==> src/rtl/ar_skid_reg.sv <==
// Valid/ready holding register with a 2-entry skid buffer, synchronous flush and a wrapping transfer counter.
// Define AR_SKID_BYPASS_EN for zero-latency pass-through when the buffer is empty.
module ar_skid_reg #(
  parameter int DATA_WIDTH = 32,
  parameter int CNT_WIDTH  = 16
) (
  input  logic                  clk,
  input  logic                  rst,
  input  logic                  flush,
  input  logic                  in_valid,
  output logic                  in_ready,
  input  logic [DATA_WIDTH-1:0] in_data,
  output logic                  out_valid,
  input  logic                  out_ready,
  output logic [DATA_WIDTH-1:0] out_data,
  output logic [1:0]            count,
  output logic [CNT_WIDTH-1:0]  xfer_cnt
);

  // State encoding equals the number of held words, so count is the state register itself.
  localparam logic [1:0] ST_EMPTY = 2'd0;
  localparam logic [1:0] ST_ONE   = 2'd1;
  localparam logic [1:0] ST_FULL  = 2'd2;

  localparam logic [CNT_WIDTH-1:0] CNT_ONE = {{(CNT_WIDTH-1){1'b0}}, 1'b1};

  logic [1:0]            state_q, state_d;
  logic [DATA_WIDTH-1:0] head_q, head_d;
  logic [DATA_WIDTH-1:0] skid_q, skid_d;
  logic [CNT_WIDTH-1:0]  xfer_q, xfer_d;
  logic                  push_s;
  logic                  pop_s;
  logic                  bypass_s;

  // Handshake outputs, optional pass-through and next-state selection.
  always_comb begin
    bypass_s = 1'b0;
`ifdef AR_SKID_BYPASS_EN
    bypass_s = (state_q == ST_EMPTY) & in_valid & out_ready & ~flush;
`else
    bypass_s = 1'b0;
`endif
    in_ready  = (state_q != ST_FULL);
    out_valid = (state_q != ST_EMPTY) | bypass_s;
    out_data  = bypass_s ? in_data : head_q;
    // A bypassed word is consumed on the spot and never enters storage.
    push_s    = in_valid & in_ready & ~bypass_s;
    pop_s     = out_valid & out_ready;

    state_d = state_q;
    head_d  = head_q;
    skid_d  = skid_q;
    xfer_d  = pop_s ? (xfer_q + CNT_ONE) : xfer_q;

    if (flush) begin
      state_d = ST_EMPTY;
    end else begin
      case (state_q)
        ST_EMPTY: begin
          if (push_s) begin
            state_d = ST_ONE;
            head_d  = in_data;
          end else begin
            state_d = ST_EMPTY;
          end
        end
        ST_ONE: begin
          if (push_s && pop_s) begin
            state_d = ST_ONE;
            head_d  = in_data;
          end else if (push_s) begin
            state_d = ST_FULL;
            skid_d  = in_data;
          end else if (pop_s) begin
            state_d = ST_EMPTY;
          end else begin
            state_d = ST_ONE;
          end
        end
        ST_FULL: begin
          if (pop_s) begin
            state_d = ST_ONE;
            head_d  = skid_q;
          end else begin
            state_d = ST_FULL;
          end
        end
        default: begin
          state_d = ST_EMPTY;
        end
      endcase
    end
  end

  // State, storage and counter registers with synchronous reset.
  always_ff @(posedge clk) begin
    if (rst) begin
      state_q <= ST_EMPTY;
      head_q  <= {DATA_WIDTH{1'b0}};
      skid_q  <= {DATA_WIDTH{1'b0}};
      xfer_q  <= {CNT_WIDTH{1'b0}};
    end else begin
      state_q <= state_d;
      head_q  <= head_d;
      skid_q  <= skid_d;
      xfer_q  <= xfer_d;
    end
  end

  assign count    = state_q;
  assign xfer_cnt = xfer_q;

endmodule

==> config.mk <==
export PLATFORM = sky130hd
export DESIGN_NAME = ar_skid_reg
export DESIGN_NICKNAME = d
export VERILOG_FILES = /design/src/rtl/ar_skid_reg.sv
export SDC_FILE = /design/constraint.sdc
export NUM_CORES = 1
export LEC_CHECK = 0
export CORE_ASPECT_RATIO = 1.4
export CORE_MARGIN = 2
export CORE_UTILIZATION = 55
export DETAILED_ROUTE_END_ITERATION = 10
export DONT_BUFFER_PORTS = 1
export GPL_TIMING_DRIVEN = 1
export HOLD_SLACK_MARGIN = 0.03
export PLACE_DENSITY = 0.74
export SLEW_MARGIN = 25
export SYNTH_ARGS = -nofsm -noshare
export SYNTH_HDL_FRONTEND = slang
export SYNTH_SLANG_ARGS = --single-unit
export TNS_END_PERCENT = 50
==> constraint.sdc <==
create_clock -name clk -period 3.8 [get_ports clk]
set_input_delay 0.57 -clock clk [delete_from_list [all_inputs] [get_ports clk]]
set_output_delay 0.57 -clock clk [all_outputs]
set_load 0.01 [all_outputs]
==> results of run 1 <==
-- cells by family (layout without fill, tap and decap cells) --
family	after synthesis	count (layout)
buffers and inverters	38	21
flip-flops	82	82
XOR/XNOR	11	11
adder cells (fa/ha/maj)	1	1
AO/OA/AOI/OAI	108	108
AND/OR/NAND/NOR	150	150
multiplexers	34	34
-- metrics by stage --
stage               utilization  setup slack, ps  cell area [sq um]  std cells  hold slack (ps)
global placement         0.5639             1625               3502        463            434.5
floorplan                     -             1968               3546        424            435.7
finish                   0.6001             1707               3727        479            279.5
detailed placement       0.5649             1803               3508        463            440.5
CTS                      0.6001             1690               3727        479            262.7
global route             0.6001             1609               3727        479            258.7
-- Yosys cell counts (2+ instances only) --
master,n,area [sq um]
or3_1,34,212.7
nor2b_1,2,12.51
xnor2_1,9,78.83
mux2i_1,33,330.3
a21oi_1,68,340.3
clkbuf_1,25,93.84
nor2_1,16,60.06
inv_1,3,11.26
nand2b_1,3,18.77
o21ai_0,34,170.2
buf_6,3,33.78
nand2_1,71,266.5
dfxtp_1,82,1642
buf_2,6,30.03
nand3_1,5,25.02
nand4_1,3,18.77
nor4_1,3,18.77
nor3_1,7,35.03
xor2_1,2,17.52
-- sequential cells by signal (all words and copies together) (netlist names) --
| name | flops |
|---|---|
| xfer_cnt | 16 |
| count | 2 |
| out_data | 32 |
| skid_q | 32 |
-- final cells by class --
class	count	area share
tap	72	0.02417
sequential	82	0.4404
clock inverter	5	0.02081
multi-input combinational	304	0.4696
clock buffer	11	0.03793
timing repair buffer	2	0.004028
inverter	3	0.003021
-- power by group through the flow --
stage	Sequential, mW	Combinational (mW)	Clock, mW
after floorplan	0.917	0.0759	0
after global placement	0.922	0.0644	0
after detailed placement	0.922	0.0670	0
after CTS	0.902	0.0675	0.705
after global routing	0.904	0.0766	0.744
final	0.901	0.0669	0.694
-- worst reg2reg max path, cell delays in order (launching register included) --
cell	delay (ps)
dfxtp_1	540
nand2b_1	240
or3_2	800
nand2_1	180
a21oi_1	80
-- final timing paths --
check              from      endpoint  slack (ps)  depth (start not counted)
max            count[0]      in_ready        1710                          1
min                 rst  xfer_cnt[12]         280                          1
max reg2reg    count[0]    skid_q[29]        1860                          4
min reg2reg  skid_q[26]    skid_q[26]         450                          2
-- metal layers --
metal  up-vias  global-route usage  share of wire  wire length [um]
li1       1420                   -              -                 -
met1      1307              0.2502           0.41              3082
met2        83              0.3640           0.50              3755
met3         8             0.06851          0.074               557
met4         0              0.1074          0.013                95
met5         -                   0              0                 0
==> qor.csv, run 1 <==
metric,value,unit
cpLargestDelayFamily,simple AND/OR/NAND/NOR gates,
avgSynthCellArea,8.363,sq um
die_x,71.86,um
p_leak,1.408,nW
cts_tree,yes,
tightest_slew,641.7,ps
grt_overflow,0,
synthToLayoutAreaGrowth,5.116,%
clk_pin_slew,80,ps
post-cts-setup-buffers,0,
routed_via_density,5.883,
async_reset_ff_frac,0,
synthAdderAreaFrac,0.003529,
cpPeakStageDelay,630,ps
fin_skew,6.346,ps
status,"complete, no violations",
routed_wl,7491,um
fin_tns_setup,0,ps
crit_required,3230,ps
p_sw_frac,0.2202,
multiInputGateArea,0.001750,sq mm
die_h,99.01,um
die_area,0.007115,sq mm
grt_usage,0.2186,
numCtsBuffers,9,
synth_xor_area_frac,0.02717,
final_nets,440,
intPower,1.297,mW
postCtsHoldBufs,0,
critical_path.endpoint_type,primary output,
cts.sinks,82,
start_util,0.5709,
port_buffers,0,
ys_seq_area_frac,0.4629,
worstPathArrival,1520,ps
synth_nets,462,
slowest_stage,nand2b_4,
slew_viol_final,0,
synth_top_family_by_area,simple AND/OR/NAND/NOR gates,
critPathKind,register to primary output,
ir_drop,0.2858,mV
crit_buf_inv,0,
drtAntennaViolNets,0,
dp_hpwl,4594,um
pwr-share-seq,0.542,
synth_seq_cells,82,
min_period_over_period,0.5508,
setup_viol,0,
routabilityCongestion,0.7594,
drt_first_iter_violations,132,
grt_pass1_wl,12320,um
regArea,0.001642,sq mm
combPwrFrac,0.040,
worstPathCellList,nand2b_4,
rsz0062_at_grt,no,
powerDensity,446.1,mW/mm^2
h-tree-depth,3,
path_max_fanout,34,
synth_compound_area_frac,0.1574,
fmax,0.4778,GHz
synth-edff-count,0,
netlist_area,0.003546,sq mm
firstDrtPassIters,4,
grt_pass1_vias,2662,
synth_ff_type,dfxtp_1,
total_power,1.663,mW
cts_buffer_depth,2,
rows,34,
final_hold_viol_count,0,
relSlewSlack,0.5719,
insertion_delay,350,ps
mostFrequentLayoutCells,"dfxtp_1 (82), nand2_1 (71), a21oi_1 (68)",
synthMuxAreaShare,0.09633,
clkPwrFrac,0.418,
drive_above_1_share,0.05651,
vias,2818,
postSynthCellCount,424,
synth_warnings,0,
hold_path.class,primary input to register,
critPathLaunchType,register,
root_buffer,clkbuf_8,
wl_per_cell,15.64,um
core_area,0.006211,sq mm
antenna_found_initial,0,
diodes,0,
synth_simple_gate_area_frac,0.2029,
period_needed,2093,ps
boundaryPins,89,
grt_start_max_net_pins,84,
synth_cell_types,34,
drc,0,
drv_cap,0,
layout_commonest_cell,dfxtp_1,
cts_resized,0,
switching_power,366.1,uW
nFillCells,577,
(Power assumes the default switching activity.)
==> inputs of run 2 (changes only) <==
--- a/config.mk
+++ b/config.mk
@@ -5,6 +5,7 @@
 export SDC_FILE = /design/constraint.sdc
 export NUM_CORES = 1
 export LEC_CHECK = 0
+export ABC_AREA = 1
 export CORE_ASPECT_RATIO = 1.4
 export CORE_MARGIN = 2
 export CORE_UTILIZATION = 55
==> constraint.sdc (replaced) <==
create_clock -name clk -period 2.2 [get_ports clk]
set_input_delay 0.33 -clock clk [delete_from_list [all_inputs] [get_ports clk]]
set_output_delay 0.33 -clock clk [all_outputs]
set_load 0.01 [all_outputs]
==> qor.csv, run 2 <==
metric,value,unit,change
synthTopCellsByArea,"dfxtp_1 (47%), nand2_1 (11%), a21oi_1 (11%), o21ai_0 (9.6%), nand3_1 (5.9%)",,"was dfxtp_1 (46%), a21oi_1 (9.6%), mux2i_1 (9.3%), nand2_1 (7.5%), or3_1 (6.0%)"
clk_pin_slew,80,ps,about the same
highest_layer,met4,,unchanged
slew_viol_final,0,,unchanged
r2r_start,count[1],,was count[0]
intPower,2.021,mW,was 1.297 mW
postSynthCellCount,487,,was 424
dpl_worst_slack,474.4,ps,was 1803 ps
min_period_over_period,0.7978,,
cpPeakStageDelay,430,ps,was 630 ps
root_buffer,clkbuf_8,,unchanged
final_nets,513,,was 440
dr_wl_met2,3965,um,was 3755 um
setup_ws,444.8,ps,was 1707 ps
synth-edff-count,0,,unchanged
grt_usage,0.2313,,was 0.2186
fmax,0.5697,GHz,
grt_start_max_net_pins,66,,was 84
fin_skew,8.580,ps,was 6.346 ps
start_util,0.5665,,was 0.5709
critPathLaunchType,register,,unchanged
mostFrequentLayoutCells,"nand2_1 (98), dfxtp_1 (82), a21oi_1 (73)",,"was dfxtp_1 (82), nand2_1 (71), a21oi_1 (68)"
holdPathEnd,out_data[28],,was xfer_cnt[12]
drtAntennaViolNets,0,,unchanged
crit_required,2470,ps,was 3230 ps
routed_via_density,5.609,,was 5.883
p_leak,1.367,nW,was 1.408 nW
rsz0062_at_grt,no,,unchanged
slowest_stage,dfxtp_1,,was nand2b_4
rrSetupSlack,440,ps,was 1860 ps
synthTopCellsByCount,"nand2_1 (100), dfxtp_1 (82), a21oi_1 (74)",,"was dfxtp_1 (82), nand2_1 (71), a21oi_1 (68)"
regArea,0.001642,sq mm,unchanged
synth_most_common_cell,nand2_1,,was dfxtp_1
drv_cap,0,,unchanged
routabilityCongestion,0.9171,,was 0.7594
synth_top_area_cell,dfxtp_1,,unchanged
hold_path.class,primary input to register,,unchanged
pwr-share-seq,0.579,,was 0.542
critPathKind,register to register,,was register to primary output
grt_pass1_wl,13110,um,"was 12,320 um"
worstPathArrival,2030,ps,was 1520 ps
die_area,0.007016,sq mm,was 0.007115 sq mm
hold_path.startpoint,rst,,unchanged
worstPathCellList,nor2_2 -> inv_2 -> a22oi_4 -> buf_4 -> nand3_1 -> a21oi_1,,was nand2b_4
whs_path_depth,1,,unchanged
grt_overflow,0,,unchanged
vias,3096,,"was 2,818"
rr_worst_depth,6,,was 4
place_area,0.003533,sq mm,was 0.003508 sq mm
netlist_area,0.003495,sq mm,was 0.003546 sq mm
rows,34,,unchanged
post-cts-setup-buffers,0,,unchanged
avgSynthCellArea,7.176,sq um,was 8.363 sq um
port_buffers,0,,unchanged
nFillCells,570,,was 577
ir_drop,0.4072,mV,was 0.2858 mV
synth_nets,525,,was 462
numCtsBuffers,9,,unchanged
routedLengthMet1,3319,um,was 3082 um
dp_hpwl,5145,um,was 4594 um
drive_above_1_share,0.06250,,was 0.05651
h-tree-depth,3,,unchanged
switching_power,679.2,uW,was 366.1 uW
combPwrFrac,0.065,,was 0.040
core_area,0.006168,sq mm,was 0.006211 sq mm
drc,0,,unchanged
antenna_found_initial,0,,unchanged
die_h,98.32,um,was 99.01 um
async_reset_ff_frac,0,,unchanged
drt_first_iter_violations,222,,was 132
boundaryPins,89,,unchanged
total_power,2.700,mW,was 1.663 mW
tightest_slew,702.7,ps,was 641.7 ps
cts_tree,yes,,unchanged
die_x,71.37,um,was 71.86 um
synth_top_area_frac,0.4697,,was 0.4629
relSlewSlack,0.5309,,was 0.5719
synth_ff_type,dfxtp_1,,unchanged
routed_wl,8067,um,was 7491 um
p_sw_frac,0.2516,,was 0.2202
multiInputGateArea,0.001548,sq mm,was 0.001750 sq mm
final_hold_viol_count,0,,unchanged
critical_path.endpoint_type,register,,was primary output
final_area,0.003725,sq mm,was 0.003727 sq mm
wl_met3,644,um,was 557 um
holdWs,54.03,ps,was 279.5 ps
grt_pass1_vias,2802,,"was 2,662"
wl_per_cell,14.61,um,was 15.64 um
synth_warnings,0,,unchanged
powerDensity,724.8,mW/mm^2,was 446.1 mW/mm^2
ys_seq_area_frac,0.4697,,was 0.4629
reg2reg_to,out_data[25],,was skid_q[29]
diodes,0,,unchanged
period_needed,1755,ps,
cts.sinks,82,,unchanged
synthToLayoutAreaGrowth,6.588,%,was 5.116%
layout_commonest_cell,nand2_1,,was dfxtp_1
status,"complete, no violations",,unchanged
cts_resized,0,,unchanged
path_max_fanout,26,,was 34
fin_tns_setup,0,ps,unchanged
insertion_delay,340,ps,was 350 ps
cts_buffer_depth,2,,unchanged
setup_viol,0,,unchanged
synth_cell_types,23,,was 34
synth_seq_cells,82,,unchanged
firstDrtPassIters,4,,unchanged
clkPwrFrac,0.356,,was 0.418
-- run 2: kinds of logic after synthesis --
kind of cell | share of synthesized area
compound gates | 0.2163
fa+ha+maj | 0.003580
buf+inv | 0.09202
flops | 0.4697
simple gates | 0.2184
-- run 2: through the flow --
stage                     instances  utilization
after global placement          534       0.5728
after detailed placement        534       0.5728
after floorplan                 487            -
final                           552       0.6039
after global routing            552       0.6039
after CTS                       550       0.6006
-- run 2: worst max path at each step --
stage	slack, ps	end	startpoint
2_1_floorplan	820	out_data[24]	count[1]
3_3_place_gp	520	out_data[31]	count[1]
3_5_place_dp	470	out_data[12]	count[1]
4_1_cts	460	out_data[25]	count[1]
5_1_grt	300	skid_q[12]	count[0]
6_report	440	out_data[25]	count[1]
-- run 2: what timing repair did --
action,4_1_cts,5_1_grt
setup endpoints to repair,0,0
hold endpoints to repair,0,5
hold buffers,0,2
-- run 2: cell type report --
cell class,count,area share
flip-flops and latches,82,0.4407
multi-input cells,324,0.4155
inverters,51,0.05139
clock buffers,11,0.03796
well taps,72,0.02419
repair buffers,7,0.02217
clock inverters,5,0.008062
-- run 2: power by group through the flow --
stage / combinational [mW] / clock [mW] / sequential (mW)
after floorplan: 0.148 / 0 / 1.59
after detailed placement: 0.171 / 0 / 1.60
final: 0.175 / 0.960 / 1.56
after global placement: 0.166 / 0 / 1.60
after global routing: 0.201 / 1.05 / 1.57
after CTS: 0.171 / 0.980 / 1.56
-- run 2: critical path, delay by kind of cell, from the launching register on --
kind	cells	cell delay [ps]
compound gates	2	420
buf+inv	2	470
simple gates	2	350
flops	1	430
-- run 2: routing by layer --
metal | vias to the layer above | GRT usage
met5 | - | 0
met2 | 94 | 0.3775
met1 | 1416 | 0.2774
met3 | 11 | 0.07018
li1 | 1575 | -
met4 | 0 | 0.1030
